**config.mk**
```make
export PLATFORM = sky130hd
export DESIGN_NAME = fetch_unit_flat
export DESIGN_NICKNAME = d
export VERILOG_FILES = /design/src/rtl/fetch_unit_if.sv /design/src/rtl/fetch_unit.sv /design/src/flat_wrapper.sv
export SDC_FILE = /design/constraint.sdc
export NUM_CORES = 1
export LEC_CHECK = 0
export CELL_PAD_IN_SITES_DETAIL_PLACEMENT = 1
export CELL_PAD_IN_SITES_GLOBAL_PLACEMENT = 2
export CORE_AREA = 2 2 96 98
export DETAILED_ROUTE_END_ITERATION = 8
export DIE_AREA = 0 0 98 100
export PLACE_DENSITY_LB_ADDON = 0.25
export SETUP_SLACK_MARGIN = 0.5
export SLEW_MARGIN = 20
export SYNTH_ARGS = -nofsm -noshare
export SYNTH_HDL_FRONTEND = slang
export SYNTH_SLANG_ARGS = --single-unit
```
**constraint.sdc**
```tcl
create_clock -name Clock -period 1.7 [get_ports Clock]
set_clock_uncertainty 0.15 [all_clocks]
set_input_delay 0.17 -clock Clock [delete_from_list [all_inputs] [get_ports Clock]]
set_output_delay 0.17 -clock Clock [all_outputs]
set_load 0.02 [all_outputs]
```
**src/rtl/fetch_unit_if.sv**
```systemverilog
// ============================================================================
// fetch_unit_if : fetch sequencer bus (program memory, decoder, stall)
// Revision: 1.0
// ============================================================================
`default_nettype none

interface fetch_unit_if #(
  parameter int ADDR_W = 10
);
  logic              iStall;
  logic              oMem_req;
  logic [ADDR_W-1:0] oMem_addr;
  logic              iMem_valid;
  logic [15:0]       iMem_data;
  logic [15:0]       oInstruction;
  logic              oInstr_valid;
  logic [ADDR_W-1:0] oPC;
  logic              iBranch_taken;
  logic [ADDR_W-1:0] iBranch_dir;

  modport master (
    input  iStall, iMem_valid, iMem_data, iBranch_taken, iBranch_dir,
    output oMem_req, oMem_addr, oInstruction, oInstr_valid, oPC
  );

  modport slave (
    output iStall, iMem_valid, iMem_data, iBranch_taken, iBranch_dir,
    input  oMem_req, oMem_addr, oInstruction, oInstr_valid, oPC
  );
endinterface

`default_nettype wire

```
**src/rtl/fetch_unit.sv**
```systemverilog
// ============================================================================
// fetch_unit : PC owner; fetches 16-bit words and hands them to the decoder
// Revision: 1.0
// ============================================================================
`default_nettype none

module fetch_unit #(
  parameter int                ADDR_W   = 10,
  parameter logic [ADDR_W-1:0] RESET_PC = '0
) (
  input  wire logic    Clock,
  input  wire logic    Reset,
  fetch_unit_if.master bus
);

  typedef enum logic [1:0] {
    S_RST  = 2'd0,
    S_REQ  = 2'd1,
    S_EXEC = 2'd2
  } state_t;

  state_t            r_state;
  logic [ADDR_W-1:0] r_pc;
  logic              r_mem_req;
  logic [ADDR_W-1:0] r_mem_addr;
  logic [15:0]       r_instr;
  logic              r_instr_valid;
  logic [ADDR_W-1:0] r_opc;
  logic [ADDR_W-1:0] w_next_pc;

  assign w_next_pc = bus.iBranch_taken ? bus.iBranch_dir : r_pc + ADDR_W'(1);

  always_ff @(posedge Clock) begin
    if (!Reset) begin
      r_state       <= S_RST;
      r_pc          <= RESET_PC;
      r_mem_req     <= 1'b0;
      r_mem_addr    <= '0;
      r_instr       <= 16'h0000;
      r_instr_valid <= 1'b0;
      r_opc         <= '0;
    end else begin
      case (r_state)
        S_RST: begin
          r_state    <= S_REQ;
          r_mem_req  <= 1'b1;
          r_mem_addr <= r_pc;
        end
        S_REQ: begin
          if (bus.iMem_valid) begin
            r_state       <= S_EXEC;
            r_mem_req     <= 1'b0;
            r_instr       <= bus.iMem_data;
            r_opc         <= r_pc;
            r_instr_valid <= 1'b1;
          end
        end
        S_EXEC: begin
          // A stall freezes the issued word; branch inputs are only meaningful once it lifts.
          if (!bus.iStall) begin
            r_state       <= S_REQ;
            r_pc          <= w_next_pc;
            r_mem_req     <= 1'b1;
            r_mem_addr    <= w_next_pc;
            r_instr       <= 16'h0000;
            r_instr_valid <= 1'b0;
          end
        end
        default: begin
          r_state       <= S_RST;
          r_mem_req     <= 1'b0;
          r_instr_valid <= 1'b0;
          r_instr       <= 16'h0000;
        end
      endcase
    end
  end

  assign bus.oMem_req     = r_mem_req;
  assign bus.oMem_addr    = r_mem_addr;
  assign bus.oInstruction = r_instr;
  assign bus.oInstr_valid = r_instr_valid;
  assign bus.oPC          = r_opc;

endmodule

`default_nettype wire

```
**src/flat_wrapper.sv**
```systemverilog
// flat-port wrapper written by rule: the top's interface ports become plain ports
module fetch_unit_flat 
#(
  parameter int                ADDR_W   = 10,
  parameter logic [ADDR_W-1:0] RESET_PC = '0
)
  (Clock, Reset, bus_iStall, bus_iMem_valid, bus_iMem_data, bus_iBranch_taken, bus_iBranch_dir, bus_oMem_req, bus_oMem_addr, bus_oInstruction, bus_oInstr_valid, bus_oPC);
  fetch_unit_if #(.ADDR_W(ADDR_W)) bus_i ();
  input  wire logic Clock;
  input  wire logic Reset;
  input wire logic [$bits(bus_i.iStall)-1:0] bus_iStall;
  input wire logic [$bits(bus_i.iMem_valid)-1:0] bus_iMem_valid;
  input wire logic [$bits(bus_i.iMem_data)-1:0] bus_iMem_data;
  input wire logic [$bits(bus_i.iBranch_taken)-1:0] bus_iBranch_taken;
  input wire logic [$bits(bus_i.iBranch_dir)-1:0] bus_iBranch_dir;
  output wire logic [$bits(bus_i.oMem_req)-1:0] bus_oMem_req;
  output wire logic [$bits(bus_i.oMem_addr)-1:0] bus_oMem_addr;
  output wire logic [$bits(bus_i.oInstruction)-1:0] bus_oInstruction;
  output wire logic [$bits(bus_i.oInstr_valid)-1:0] bus_oInstr_valid;
  output wire logic [$bits(bus_i.oPC)-1:0] bus_oPC;
  assign bus_i.iStall = bus_iStall;
  assign bus_i.iMem_valid = bus_iMem_valid;
  assign bus_i.iMem_data = bus_iMem_data;
  assign bus_i.iBranch_taken = bus_iBranch_taken;
  assign bus_i.iBranch_dir = bus_iBranch_dir;
  assign bus_oMem_req = bus_i.oMem_req;
  assign bus_oMem_addr = bus_i.oMem_addr;
  assign bus_oInstruction = bus_i.oInstruction;
  assign bus_oInstr_valid = bus_i.oInstr_valid;
  assign bus_oPC = bus_i.oPC;
  fetch_unit #(.ADDR_W(ADDR_W), .RESET_PC(RESET_PC)) u_core (.Clock(Clock), .Reset(Reset), .bus(bus_i));
endmodule
```
==> results.sh <==
export IMPL_run_status="completed"
export IMPL_port_buffers=68
export IMPL_synth_top_flop_cell="dfxtp_1"
export IMPL_data_arrival_time_of_the_critical_path_ps=1550
export IMPL_clock_tree_root_driver_cell="clkbuf_8"
export IMPL_synthMuxAreaShare=0.00414
export IMPL_setup_viol=0
export IMPL_aggregate_routed_wire_length_um=7660
export IMPL_synthDistinctLibCells=56
export IMPL_antenna_cells=0
export IMPL_postSynthRegisterBits=49
export IMPL_synthesis_area_um2=2420
export IMPL_post_route_util=0.431
export IMPL_syn_area_per_cell_um2=9.26
export IMPL_vias_per_cell=4.85
export IMPL_critical_path_s_largest_stage_delay_ps=380
export IMPL_fmax_mhz=665
export IMPL_crit_slowest_cell="dfxtp_4"
export IMPL_synth_seq_area_share=0.406
export IMPL_cts_sinks=49
export IMPL_insertion_delay_ps=310
export IMPL_nets=398
export IMPL_grt_first_pass_wirelength_um=12100
export IMPL_report_final_slew_viol_count=0
export IMPL_synth_yosys_warnings=0
export IMPL_tritoncts="yes"
export IMPL_adder_cell_share_of_the_synthesized_area=0.00518
export IMPL_crit_path_max_fanout=5
export IMPL_rsz0062_at_grt="yes"
export IMPL_timing_critical_path_from_type="flip-flop"
export IMPL_vdd_ir_drop_worst_mv=0.312
export IMPL_coreArea_um2=8890
export IMPL_cp_num_buf_inv=0
export IMPL_worst_hold_startpoint="bus_iStall"
export IMPL_reported_leakage_power_nw=1.52
export IMPL_synth_async_reset_ratio=0
export IMPL_remaining_drc_errors=0
export IMPL_clk_transition_reported_paths_ps=90
export IMPL_worst_slew_margin=0.748
export IMPL_die_area_um2=9800
export IMPL_cts_hold_repair_buffers=0
export IMPL_path_cells="ha_4 > and2_4 > and3_4 > o31ai_4 > o22ai_1"
export IMPL_pwr_density_cell_nw_per_um2=656
export IMPL_layout_min_cycle_time_ps=1500
export IMPL_syn2layout_area_growth_pct=58.5
export IMPL_place_congestion=0.785
export IMPL_ioPinCount=69
export IMPL_post_synth_net_total=293
export IMPL_power_mw=2.51
export IMPL_layout_cells_most_common_list="49 x buf_4, 35 x dfxtp_1, 32 x nand2_1"
export IMPL_gate_count_after_technology_mapping=261
export IMPL_cpLargestDelayFamily="flip-flops"
export IMPL_initial_core_util=0.272
export IMPL_drive_above_1_share=0.460
export IMPL_floorplan_die_height_um=100
export IMPL_timing_hold_worst_class="input port to flip-flop"
export IMPL_drtAntennaViolNets=0
export IMPL_drv_max_cap_violation_count=0
export IMPL_wl_per_cell_um=16.0
export IMPL_mostFrequentLayoutCell="buf_4"
export IMPL_number_of_enable_flip_flop_cells_after_synthesis=0
export IMPL_synth_compound_area_frac=0.267
export IMPL_post_synth_xor_area_fraction=0
export IMPL_worst_setup_path_startpoint="u_core.r_pc[0]"
export IMPL_final_period_utilization=0.884
export IMPL_critical_path_class="flip-flop to flip-flop"
export IMPL_chipWidth_um=98
export IMPL_timing_reg2reg_setup_slack_ps=200
export IMPL_grt_pass1_vias=2368
export IMPL_cts_root_to_sink_buffers=2
export IMPL_crit_required_ps=1750
export IMPL_cts_max_level=2
export IMPL_synth_top_family_by_area="compound AO/OA/AOI/OAI gates"
export IMPL_r2r_start="u_core.r_pc[0]"
export IMPL_drt_iter0_markers=55
export IMPL_worstMarginPinSlew_ps=377
export IMPL_setup_worst_path_end_class="flip-flop"
export IMPL_std_cell_rows=35
export IMPL_cts_buffers=5
export IMPL_antenna_found_initial=0
export IMPL_drt_pass1_iterations=4
export IMPL_grt_total_usage=0.153
export IMPL_grt_max_degree=36
export IMPL_post_synth_and_or_nand_nor_area_fraction=0.262
export IMPL_final_hold_viol_count=0
export IMPL_fillerInstances=1021
export IMPL_hpwl_um=5010
export IMPL_global_route_overflow_total=0
export IMPL_num_vias=2317
worst register-to-register path: cells and delay by family, from the launching register on:
kind            cells  cell delay (ps)
simple gates        2              350
fa+ha+maj           1              180
flops               1              380
compound gates      2              340
cell type report:
cell class	count	area [um^2]	area share
clock inverter	2	13.8	0.00359
timing repair buffer	118	1020	0.266
tap	111	139	0.0363
inverter	2	7.51	0.00196
clock buffer	6	82.6	0.0216
multi-input combinational	190	1550	0.404
sequential	49	1020	0.267
state kept, by name, summed over array words and instances, names as in the netlist:
register,cells
u_core.bus.oInstr_valid,1
u_core.bus.oInstruction,16
u_core.bus.oMem_addr,10
u_core.bus.oMem_req,1
u_core.bus.oPC,10
u_core.r_pc,10
u_core.r_state,1
cells in the mapped netlist, types with 3 or more instances:
cell / n / area share
nand4b_1: 4 / 0.014
buf_4: 4 / 0.012
o22ai_1: 3 / 0.0078
a21oi_1: 10 / 0.021
nor2_1: 4 / 0.0062
nand2b_1: 5 / 0.013
o211a_1: 3 / 0.012
o21ai_1: 4 / 0.0083
buf_2: 9 / 0.019
nand2_1: 35 / 0.054
dfxtp_1: 49 / 0.41
a21boi_1: 4 / 0.012
a22oi_1: 6 / 0.019
nor3_1: 5 / 0.010
nand3_1: 5 / 0.010
o21ai_0: 5 / 0.010
o21a_1: 3 / 0.0093
nor2b_1: 20 / 0.052
a21boi_0: 13 / 0.040
and3_1: 3 / 0.0078
o211ai_1: 5 / 0.016
a31oi_1: 3 / 0.0078
a22oi_2: 10 / 0.052
clkbuf_1: 5 / 0.0078
o31ai_1: 3 / 0.0093
buf_6: 3 / 0.014
nor2b_2: 4 / 0.014
what timing repair did:
item	CTS	global route
pin swaps	11	9
gates resized for setup	175	59
endpoints found under the setup margin	87	64
hold endpoints to repair	0	0
buffers inserted	19	9
gates cloned	1	2
metal layers:
metal,up-vias,track usage,share of wire
li1,1159,-,-
met3,7,0.0355,0.033
met4,0,0.0459,0.0099
met1,1117,0.201,0.46
met2,34,0.251,0.50
met5,-,0,0
cells by family after synthesis:
logic type                 after synthesis
adders and majority gates                1
and+or+nand+nor                        105
AOI/OAI and AO/OA                       82
muxes                                    1
DFF                                     49
buffers and inverters                   23
report_power, final:
group	internal [mW]	switching [mW]	total [mW]
sequential	1.18	0.0370	1.21
combinational	0.291	0.256	0.547
clock	0.331	0.419	0.750
total	1.80	0.712	2.51
worst paths after layout:
| kind | end | depth (start not counted) |
|---|---|---|
| worst min-delay path | u_core.r_state[1] | 4 |
| worst min register to register | u_core.bus.oPC[6] | 2 |
| worst max register to register | u_core.r_pc[6] | 5 |
| worst max-delay path | u_core.r_pc[6] | 5 |
per-stage QoR:
| step | instances | setup TNS [ps] | setup WS, ps | hold slack [ps] | cell area (um^2) |
|---|---|---|---|---|---|
| floorplan | 261 | 0 | 301 | 168 | 2560 |
| global placement | 439 | -117 | -39.4 | 311 | 3420 |
| detailed placement | 439 | -92.5 | -26.8 | 312 | 3420 |
| global route | 478 | 0 | 154 | 185 | 3830 |
| finish | 478 | 0 | 197 | 118 | 3830 |
| CTS | 467 | 0 | 215 | 327 | 3560 |
Power figures use the tool's default switching activity.
